### config.mk
export PLATFORM = sky130hd
export DESIGN_NAME = mux10_rr_sequencer
export DESIGN_NICKNAME = d
export VERILOG_FILES = /design/src/rtl/mux10_rr_sequencer.sv
export SDC_FILE = /design/constraint.sdc
export NUM_CORES = 1
export LEC_CHECK = 0
export ABC_CLOCK_PERIOD_IN_PS = 4900
export CAP_MARGIN = 15
export CORE_ASPECT_RATIO = 1.5
export CORE_MARGIN = 3
export CORE_UTILIZATION = 48
export DETAILED_ROUTE_END_ITERATION = 8
export PLACE_DENSITY = 0.73
export SETUP_SLACK_MARGIN = 0.02
export SYNTH_ARGS = -nofsm -noshare
export SYNTH_HDL_FRONTEND = slang
export SYNTH_SLANG_ARGS = --single-unit
### constraint.sdc
create_clock -name clk -period 4.9 [get_ports clk]
set_input_delay 0.735 -clock clk [delete_from_list [all_inputs] [get_ports clk]]
set_output_delay 0.735 -clock clk [all_outputs]
set_load 0.02 [all_outputs]
### src/rtl/mux10_rr_sequencer.sv
// Round-robin select sequencer for a 10-input mux.
// Arbitrates among N_IN requesters and drives the mux select for one settle cycle.
// It then captures the mux output and holds it downstream until accepted.
module mux10_rr_sequencer #(
  parameter int N_IN   = 10,
  parameter int DATA_W = 8,
  parameter int SEL_W  = 4
) (
  input  logic              clk,
  input  logic              rst,
  input  logic [N_IN-1:0]   req,
  output logic [N_IN-1:0]   gnt,
  output logic [SEL_W-1:0]  sel,
  input  logic [DATA_W-1:0] z,
  output logic [DATA_W-1:0] out_data,
  output logic [SEL_W-1:0]  out_src,
  output logic              out_valid,
  input  logic              out_ready,
  output logic              busy
);

  typedef enum logic [1:0] {
    IDLE   = 2'd0,
    SETTLE = 2'd1,
    HOLD   = 2'd2
  } state_t;

  localparam logic [SEL_W:0]   LP_N    = (SEL_W+1)'(N_IN);
  localparam logic [SEL_W-1:0] LP_LAST = SEL_W'(N_IN - 1);

  state_t              r_state;
  state_t              w_state_nxt;
  logic [SEL_W-1:0]    r_ptr;
  logic [SEL_W-1:0]    r_sel;
  logic [N_IN-1:0]     r_gnt;
  logic [DATA_W-1:0]   r_out_data;
  logic [SEL_W-1:0]    r_out_src;
  logic                r_out_valid;
  logic [SEL_W:0]      w_pick;
  logic                w_found;
  logic [SEL_W-1:0]    w_idx;

  // First set request scanning p, p+1, ... modulo N_IN.
  // Result MSB is the "found" flag; the low bits hold the winning index.
  function automatic logic [SEL_W:0] rr_pick(input logic [N_IN-1:0]  r,
                                             input logic [SEL_W-1:0] p);
    logic [SEL_W:0] c;
    logic [SEL_W:0] res;
    res = '0;
    for (int k = 0; k < N_IN; k++) begin
      c = {1'b0, p} + (SEL_W+1)'(k);
      if (c >= LP_N) c = c - LP_N;
      if (!res[SEL_W] && r[c[SEL_W-1:0]]) res = {1'b1, c[SEL_W-1:0]};
    end
    return res;
  endfunction

  assign w_pick  = rr_pick(req, r_ptr);
  assign w_found = w_pick[SEL_W];
  assign w_idx   = w_pick[SEL_W-1:0];

  // State register; a synchronous reset returns to IDLE from anywhere.
  always_ff @(posedge clk) begin
    // NOTE: sequential state uses non-blocking assignments so every register
    // samples pre-edge values, independent of block ordering.
    if (rst) r_state <= IDLE;
    else     r_state <= w_state_nxt;
  end

  // Next-state logic: IDLE -> SETTLE on any request, SETTLE -> HOLD always,
  // HOLD -> IDLE on downstream accept.
  always_comb begin
    // NOTE: default first so every path assigns w_state_nxt and no latch is inferred.
    w_state_nxt = r_state;
    unique case (r_state)
      IDLE:    if (w_found) w_state_nxt = SETTLE;
      SETTLE:  w_state_nxt = HOLD;
      HOLD:    if (out_ready) w_state_nxt = IDLE;
      default: w_state_nxt = IDLE;
    endcase
  end

  // Datapath: grant/select in IDLE, capture z in SETTLE, release in HOLD.
  always_ff @(posedge clk) begin
    if (rst) begin
      r_ptr       <= '0;
      r_sel       <= '0;
      r_gnt       <= '0;
      r_out_data  <= '0;
      r_out_src   <= '0;
      r_out_valid <= 1'b0;
    end else begin
      unique case (r_state)
        IDLE: begin
          if (w_found) begin
            r_sel <= w_idx;
            r_gnt <= N_IN'(1) << w_idx;
          end
        end
        SETTLE: begin
          // The grant is committed: capture regardless of req changes.
          r_out_data  <= z;
          r_out_src   <= r_sel;
          r_out_valid <= 1'b1;
          r_gnt       <= '0;
          r_ptr       <= (r_sel == LP_LAST) ? '0 : r_sel + 1'b1;
        end
        HOLD: begin
          if (out_ready) r_out_valid <= 1'b0;
        end
        default: begin
          r_gnt       <= '0;
          r_out_valid <= 1'b0;
        end
      endcase
    end
  end

  assign gnt       = r_gnt;
  assign sel       = r_sel;
  assign out_data  = r_out_data;
  assign out_src   = r_out_src;
  assign out_valid = r_out_valid;
  assign busy      = (r_state != IDLE);

endmodule
==> summary.md, run 1 <==
| Metric | Value |
|---|---|
| Sequential element share of the synthesized area | `0.162` |
| Worst-Skew Late Latency | `270 ps` |
| Die span in y | `119 um` |
| Placer Congestion | `1.07` |
| Clk buf depth | `2` |
| CTS tree | `yes` |
| Clk_skew | `2.49 ps` |
| Pin count of the biggest net entering global routing | `35` |
| GRT Util Overall | `0.277` |
| Levels on crit path | `13` |
| Compound-Gate Fraction of Synth Area | `0.345` |
| Row cnt | `40` |
| Syn. warnings | `0` |
| DR vias/cell | `6.48` |
| Top cell type's share of synthesized area | `0.162` |
| First-pass GRT wire length | `21.5 mm` |
| Placed cell count | `679` |
| CP max stage cell | `or4_1` |
| Top post-synthesis cells by area | `dfxtp_1, ha_1, mux2i_1` |
| Crit Path Category | `reg2reg` |
| Hold Crit Class | `reg2reg` |
| Largest family of logic cells by synthesized area | `compound AO/OA/AOI/OAI gates` |
| # setup viols final | `0` |
| Vias in the first global route | `4,401` |
| Async SR Flop Fraction | `0` |
| Seq cells post-synth | `33` |
| Clock root buffer | `clkbuf_16` |
| Adder-cell area share of the yosys netlist | `0.0692` |
| Port buffer count | `48` |
| Initial antenna violation count | `0` |
| Worst path max stage delay | `650 ps` |
| Clk slew on worst S/H paths | `50 ps` |
| Final Util | `0.604` |
| EDFF count, synth | `0` |
| Worst Reg-to-Reg Cells | `13` |
| Actual slew at the worst max-slew pin | `1060 ps` |
| Die area | `0.00968 sq mm` |
| Post-Place Cell Area | `0.00477 sq mm` |
| Library cells used by synthesis | `86` |
| Xor-xnor portion of the synthesized cell area | `0.0318` |
| Share of layout cells above drive strength 1 | `0.148` |
| Storage element area | `662 sq um` |
| Die Span X | `81.3 um` |
| CTS hold repair buffers | `0` |
| Final Cycle Share | `0.923` |
| Leakage Power | `1.84 nW` |
| Crit-path max FO | `14` |
| Max-Cap Viols | `0` |
| Syn_nets | `568` |
| Setup WS pre-CTS | `192 ps` |
| Main synth FF type | `dfxtp_1` |
| Fillcell total | `731` |
| Hold Path Stages | `2` |
| Fin Hold WS | `457 ps` |
| # IOs | `49` |
| # clock sinks | `33` |
| Power consumption | `2.69 mW` |
| Yosys top cell by area | `dfxtp_1` |
| Final Hold Vio Count | `0` |
| Worst path top cell family by delay | `compound AO/OA/AOI/OAI gates` |
| Core area | `0.00816 sq mm` |
| Peak supply drop | `0.333 mV` |
| DP HPWL | `10.3 mm` |
| Setup TNS | `0 ps` |
| Max frequency | `0.221 GHz` |
| Antenna diodes | `0` |
| Required @ worst endpoint | `5110 ps` |
| Detailed Routing Iterations Pass 1 | `5` |
| CP startpoint kind | `flop` |
| Initial DRC Count | `350` |
| Routed wire length per instance | `19.1 um` |
| H-Tree Depth | `2` |
| Syn Std Cell Area | `0.00409 sq mm` |
| Layout Nets | `624` |
| Slew HR | `0.295` |
| Synth Instances | `525` |
| Detailed-route wire length | `13.1 mm` |
| Initial core utilization | `0.501` |
| Status | `finished clean` |
| Multiplexer share of the synthesized area | `0.116` |
| Gr ovfl total | `0` |
| Minimum clock period | `4520 ps` |
| Area occupied by multi-input gates | `0.00322 sq mm` |
| Max-slew violations | `0` |
| Most frequent cell after synthesis | `nand2_1` |
| Nature of the critical path endpoint | `flop` |
| RSZ-0062 raised after global routing | `no` |
| Post-DRT Antenna Nets | `0` |
| Crit-path cells | `inv_1 > ha_1 > nand2b_1 > a21oi_1 > nor3_1 > o211ai_1 > nand2_1 > or4_1 > or3_1 > o21ai_0 > o21ai_1 > a311oi_2 > a32o_1` |
| Syn_area_per_cell | `7.79 sq um` |
| Simple-Gate Fraction of Synth Area | `0.222` |
| Pwr Density | `547 mW/mm^2` |
| Commonest cells post-synth | `nand2_1, a21oi_1, nor2_1, dfxtp_1, o21ai_0` |
| DRC viols | `0` |
| CTS Buf Count | `5` |
| Final Non-Filler Cells | `687` |
| Buf/Inv on CP | `1` |
| Crit path DAT | `4740 ps` |
| Final Cell Area | `0.00493 sq mm` |
| Vias post-DR | `4,454` |
| Synth-to-layout area growth | `20.5%` |
| Final WS setup | `377 ps` |
kinds of logic after synthesis:
logic type               after synthesis
adder cells (fa/ha/maj)               22
multiplexers                          42
AND/OR/NAND/NOR                      174
AO/OA/AOI/OAI                        188
XOR/XNOR                              14
flip-flops                            33
buffers and inverters                 52
registers in the layout, indices dropped and copies added (netlist names):
name	cells
gnt	10
out_valid	1
sel	4
r_state	2
r_ptr	4
out_data	8
out_src	4
worst register-to-register path: stages, from the launching register on:
cell	delay, ps
dfxtp_2	550
inv_1	220
ha_1	440
nand2b_1	190
a21oi_1	340
nor3_1	110
o211ai_1	350
nand2_1	180
or4_1	650
or3_1	440
o21ai_0	180
o21ai_1	160
a311oi_2	420
a32o_1	220
worst paths after layout:
kind	startpoint	endpoint	slack, ps
setup / recovery	r_ptr[2]	gnt[2]	380
hold / removal	out_data[5]	out_data[5]	460
setup reg to reg	r_ptr[2]	gnt[2]	380
hold reg to reg	out_data[5]	out_data[5]	460
placed cells by master (no fill, tap or decap), types with 4 or more instances in the layout:
cell	n
and3_1	6
nand4_1	7
nor2_1	38
or4_1	4
ha_1	21
o211ai_1	6
a31o_2	4
dfxtp_1	32
a21oi_1	42
o21a_1	6
a32o_1	10
nand2b_1	9
o21ai_0	27
mux2i_1	26
a31oi_1	9
a211oi_1	13
a211o_1	4
nor2b_1	6
clkbuf_16	5
and2_1	8
a311oi_1	4
nand2_1	50
or2_2	5
a22o_1	4
o21ai_1	4
nand3_1	9
xnor2_1	12
inv_1	26
or3_1	5
o21bai_1	4
clkdlybuf4s50_1	48
nor3_1	9
buf_4	24
mux2_2	13
repair_timing:
item                       4_1_cts  5_1_grt
setup endpoints to repair        0       12
buffers inserted                 0        0
resized for setup                0        5
where the power goes:
part	switching, mW	leakage, nW	internal [mW]
sequential	0.0632	0.270	0.321
combinational	1.20	1.50	0.813
clock	0.110	0.0706	0.186
total	1.37	1.84	1.32
layer usage:
| layer | GRT usage | part of all wire | up-vias |
|---|---|---|---|
| met5 | 0 | 0 | - |
| met1 | 0.323 | 0.39 | 2073 |
| met3 | 0.0356 | 0.053 | 76 |
| met2 | 0.446 | 0.47 | 198 |
| li1 | - | - | 2107 |
| met4 | 0.205 | 0.082 | 0 |
cell type report:
cell class / count / area share
clock buffer: 6 / 0.0262
clock inverter: 2 / 0.00203
inverter: 29 / 0.0221
multi-input combinational: 440 / 0.655
sequential: 33 / 0.134
tap: 105 / 0.0267
timing repair buffer: 72 / 0.134
Note: power is estimated with default switching activity, not from simulation.
==> inputs of run 2 (changes only) <==
--- a/config.mk
+++ b/config.mk
@@ -13,6 +13,7 @@
 export DETAILED_ROUTE_END_ITERATION = 8
 export PLACE_DENSITY = 0.73
 export SETUP_SLACK_MARGIN = 0.02
+export SKIP_LAST_GASP = 1
 export SYNTH_ARGS = -nofsm -noshare
 export SYNTH_HDL_FRONTEND = slang
 export SYNTH_SLANG_ARGS = --single-unit
==> results of run 2 <==
Same layout as run 1: the final DEF is identical, and so are final timing and power.
==> inputs of run 3 (changes only) <==
--- a/config.mk
+++ b/config.mk
@@ -5,13 +5,13 @@
 export SDC_FILE = /design/constraint.sdc
 export NUM_CORES = 1
 export LEC_CHECK = 0
-export ABC_CLOCK_PERIOD_IN_PS = 4900
+export ABC_CLOCK_PERIOD_IN_PS = 5790
 export CAP_MARGIN = 15
 export CORE_ASPECT_RATIO = 1.5
 export CORE_MARGIN = 3
 export CORE_UTILIZATION = 48
 export DETAILED_ROUTE_END_ITERATION = 8
-export PLACE_DENSITY = 0.73
+export PLACE_DENSITY = 0.7
 export SETUP_SLACK_MARGIN = 0.02
 export SKIP_LAST_GASP = 1
 export SYNTH_ARGS = -nofsm -noshare
==> constraint.sdc (replaced) <==
create_clock -name clk -period 5.79 [get_ports clk]
set_input_delay 0.8685 -clock clk [delete_from_list [all_inputs] [get_ports clk]]
set_output_delay 0.8685 -clock clk [all_outputs]
set_load 0.02 [all_outputs]
==> run 3 against run 2 <==
Count of clock-buffer cells in the layout grew 2. Critical endpoint is now gnt[5]. Fmax fell by 7.3%. Clock skew fell by 0.81 ps. Sequential cell count stayed put. Wire length up 2.0%. Global-route usage up 0.22 points. Setup slack improved by 530 ps. Critical path depth grew 2. Total power fell by 17%.
==> summary.md, run 3 (synthesis results as in run 1) <==
| Metric | Value |
|---|---|
| Crit path launch | `r_ptr[1]` |
| Commonest non-fill, non-tap cell in the layout | `nand2_1` |
| # setup viols final | `0` |
| Hold Crit Class | `reg2reg` |
| Peak supply drop | `0.281 mV` |
| Setup crit end | `gnt[5]` |
| DP HPWL | `10.1 mm` |
| Die Span X | `81.3 um` |
| CP startpoint kind | `flop` |
| Synth-to-layout area growth | `17.2%` |
| Post-DRT Antenna Nets | `0` |
| Final Cell Area | `0.00479 sq mm` |
| DRC viols | `0` |
| Initial antenna violation count | `0` |
| Clk slew on worst S/H paths | `50 ps` |
| R2r setup slk | `910 ps` |
| Die area | `0.00968 sq mm` |
| Clk_skew | `1.68 ps` |
| Gr ovfl total | `0` |
| Routed wire length per instance | `20.0 um` |
| Fillcell total | `764` |
| Storage element area | `661 sq um` |
| Max-slew violations | `0` |
| Layout Nets | `609` |
| Minimum clock period | `4880 ps` |
| Die span in y | `119 um` |
| Worst-Skew Late Latency | `280 ps` |
| Setup WS pre-CTS | `987 ps` |
| R2r endpoint | `gnt[5]` |
| Crit-path max FO | `25` |
| Final WS setup | `910 ps` |
| Row cnt | `40` |
| Nature of the critical path endpoint | `flop` |
| Vias in the first global route | `4,246` |
| Vias post-DR | `4,441` |
| DR vias/cell | `6.61` |
| CTS hold repair buffers | `0` |
| Fin Hold WS | `453 ps` |
| Leakage Power | `1.76 nW` |
| RSZ-0062 raised after global routing | `no` |
| Setup TNS | `0 ps` |
| Final Hold Vio Count | `0` |
| Post-Place Cell Area | `0.00465 sq mm` |
| # clock sinks | `33` |
| Post-CTS Setup Bufs | `0` |
| Worst Reg-to-Reg Cells | `15` |
| Clock root buffer | `clkbuf_16` |
| Area occupied by multi-input gates | `0.00321 sq mm` |
| Crit path DAT | `5050 ps` |
| Pwr Density | `465 mW/mm^2` |
| Initial DRC Count | `494` |
| Status | `finished clean` |
| Max frequency | `0.205 GHz` |
| Final Cycle Share | `0.843` |
| Pin count of the biggest net entering global routing | `34` |
| Slew HR | `0.228` |
| Crit Path Category | `reg2reg` |
| Max-Cap Viols | `0` |
| H-Tree Depth | `2` |
| Detailed Routing Iterations Pass 1 | `6` |
| CTS Buf Count | `5` |
| Antenna diodes | `0` |
| Clk buf depth | `2` |
| # IOs | `49` |
| GRT Util Overall | `0.279` |
| Actual slew at the worst max-slew pin | `1160 ps` |
| Initial core utilization | `0.501` |
| Placer Congestion | `1.03` |
| First-pass GRT wire length | `21.2 mm` |
| Share of layout cells above drive strength 1 | `0.118` |
| Most frequent cells in the layout | `nand2_1, clkdlybuf4s50_1, a21oi_1` |
| CTS tree | `yes` |
| Required @ worst endpoint | `5960 ps` |
| Port buffer count | `48` |
| Detailed-route wire length | `13.4 mm` |
| Core area | `0.00816 sq mm` |
| Max reg flops | `10` |
| Resized cells post-CTS | `0` |
| Critical R2R Launch | `r_ptr[1]` |
[run 3: per-layer routing]
layer,wire length [um],up-vias,global-route usage
li1,-,2079,-
met1,5210,2060,0.317
met2,6440,226,0.460
met3,719,76,0.0363
met4,1040,0,0.206
met5,0,-,0
[run 3: how the worst min path moves through the flow]
| stage | from | to | slack [ps] | depth (start not counted) |
|---|---|---|---|---|
| 6_report | out_data[1] | out_data[1] | 450 | 2 |
| 5_1_grt | out_data[1] | out_data[1] | 480 | 2 |
| 4_1_cts | out_data[5] | out_data[5] | 460 | 2 |
| 3_5_place_dp | out_data[5] | out_data[5] | 450 | 2 |
| 3_3_place_gp | out_data[5] | out_data[5] | 440 | 2 |
| 2_1_floorplan | r_state[1] | r_state[1] | 520 | 2 |
[run 3: cell type report]
cell class / count / share of cell area
Sequential cell: 33 / 0.138
Tap cell: 105 / 0.0274
Multi-Input combinational cell: 440 / 0.669
Clock buffer: 8 / 0.0285
Inverter: 29 / 0.0227
Timing Repair Buffer: 57 / 0.114
[run 3: worst max-delay path, stage by stage, from the launching register on]
cell      delay [ps]
dfxtp_1          300
buf_4            220
ha_1             270
xnor2_2          430
ha_1             360
inv_1            130
a211oi_2         320
o21ai_1          170
a21oi_1          230
o32ai_2          160
or4_1            690
nor4_4           560
o21ai_1          160
a31oi_2          370
inv_1            160
a32o_1           250
[run 3: per-stage QoR]
step           instances  total power, mW   util
3_3_place_gp         664             1.92  0.571
2_1_floorplan        525             1.52      -
4_1_cts              672             2.20  0.587
5_1_grt              672             2.38  0.587
3_5_place_dp         664             1.93  0.571
6_report             672             2.23  0.587
[run 3: power breakdown]
part / internal [mW] / switching (mW)
Sequential: 0.272 / 0.0436
Combinational: 0.637 / 1.03
Clock: 0.160 / 0.0903
Total: 1.07 / 1.16
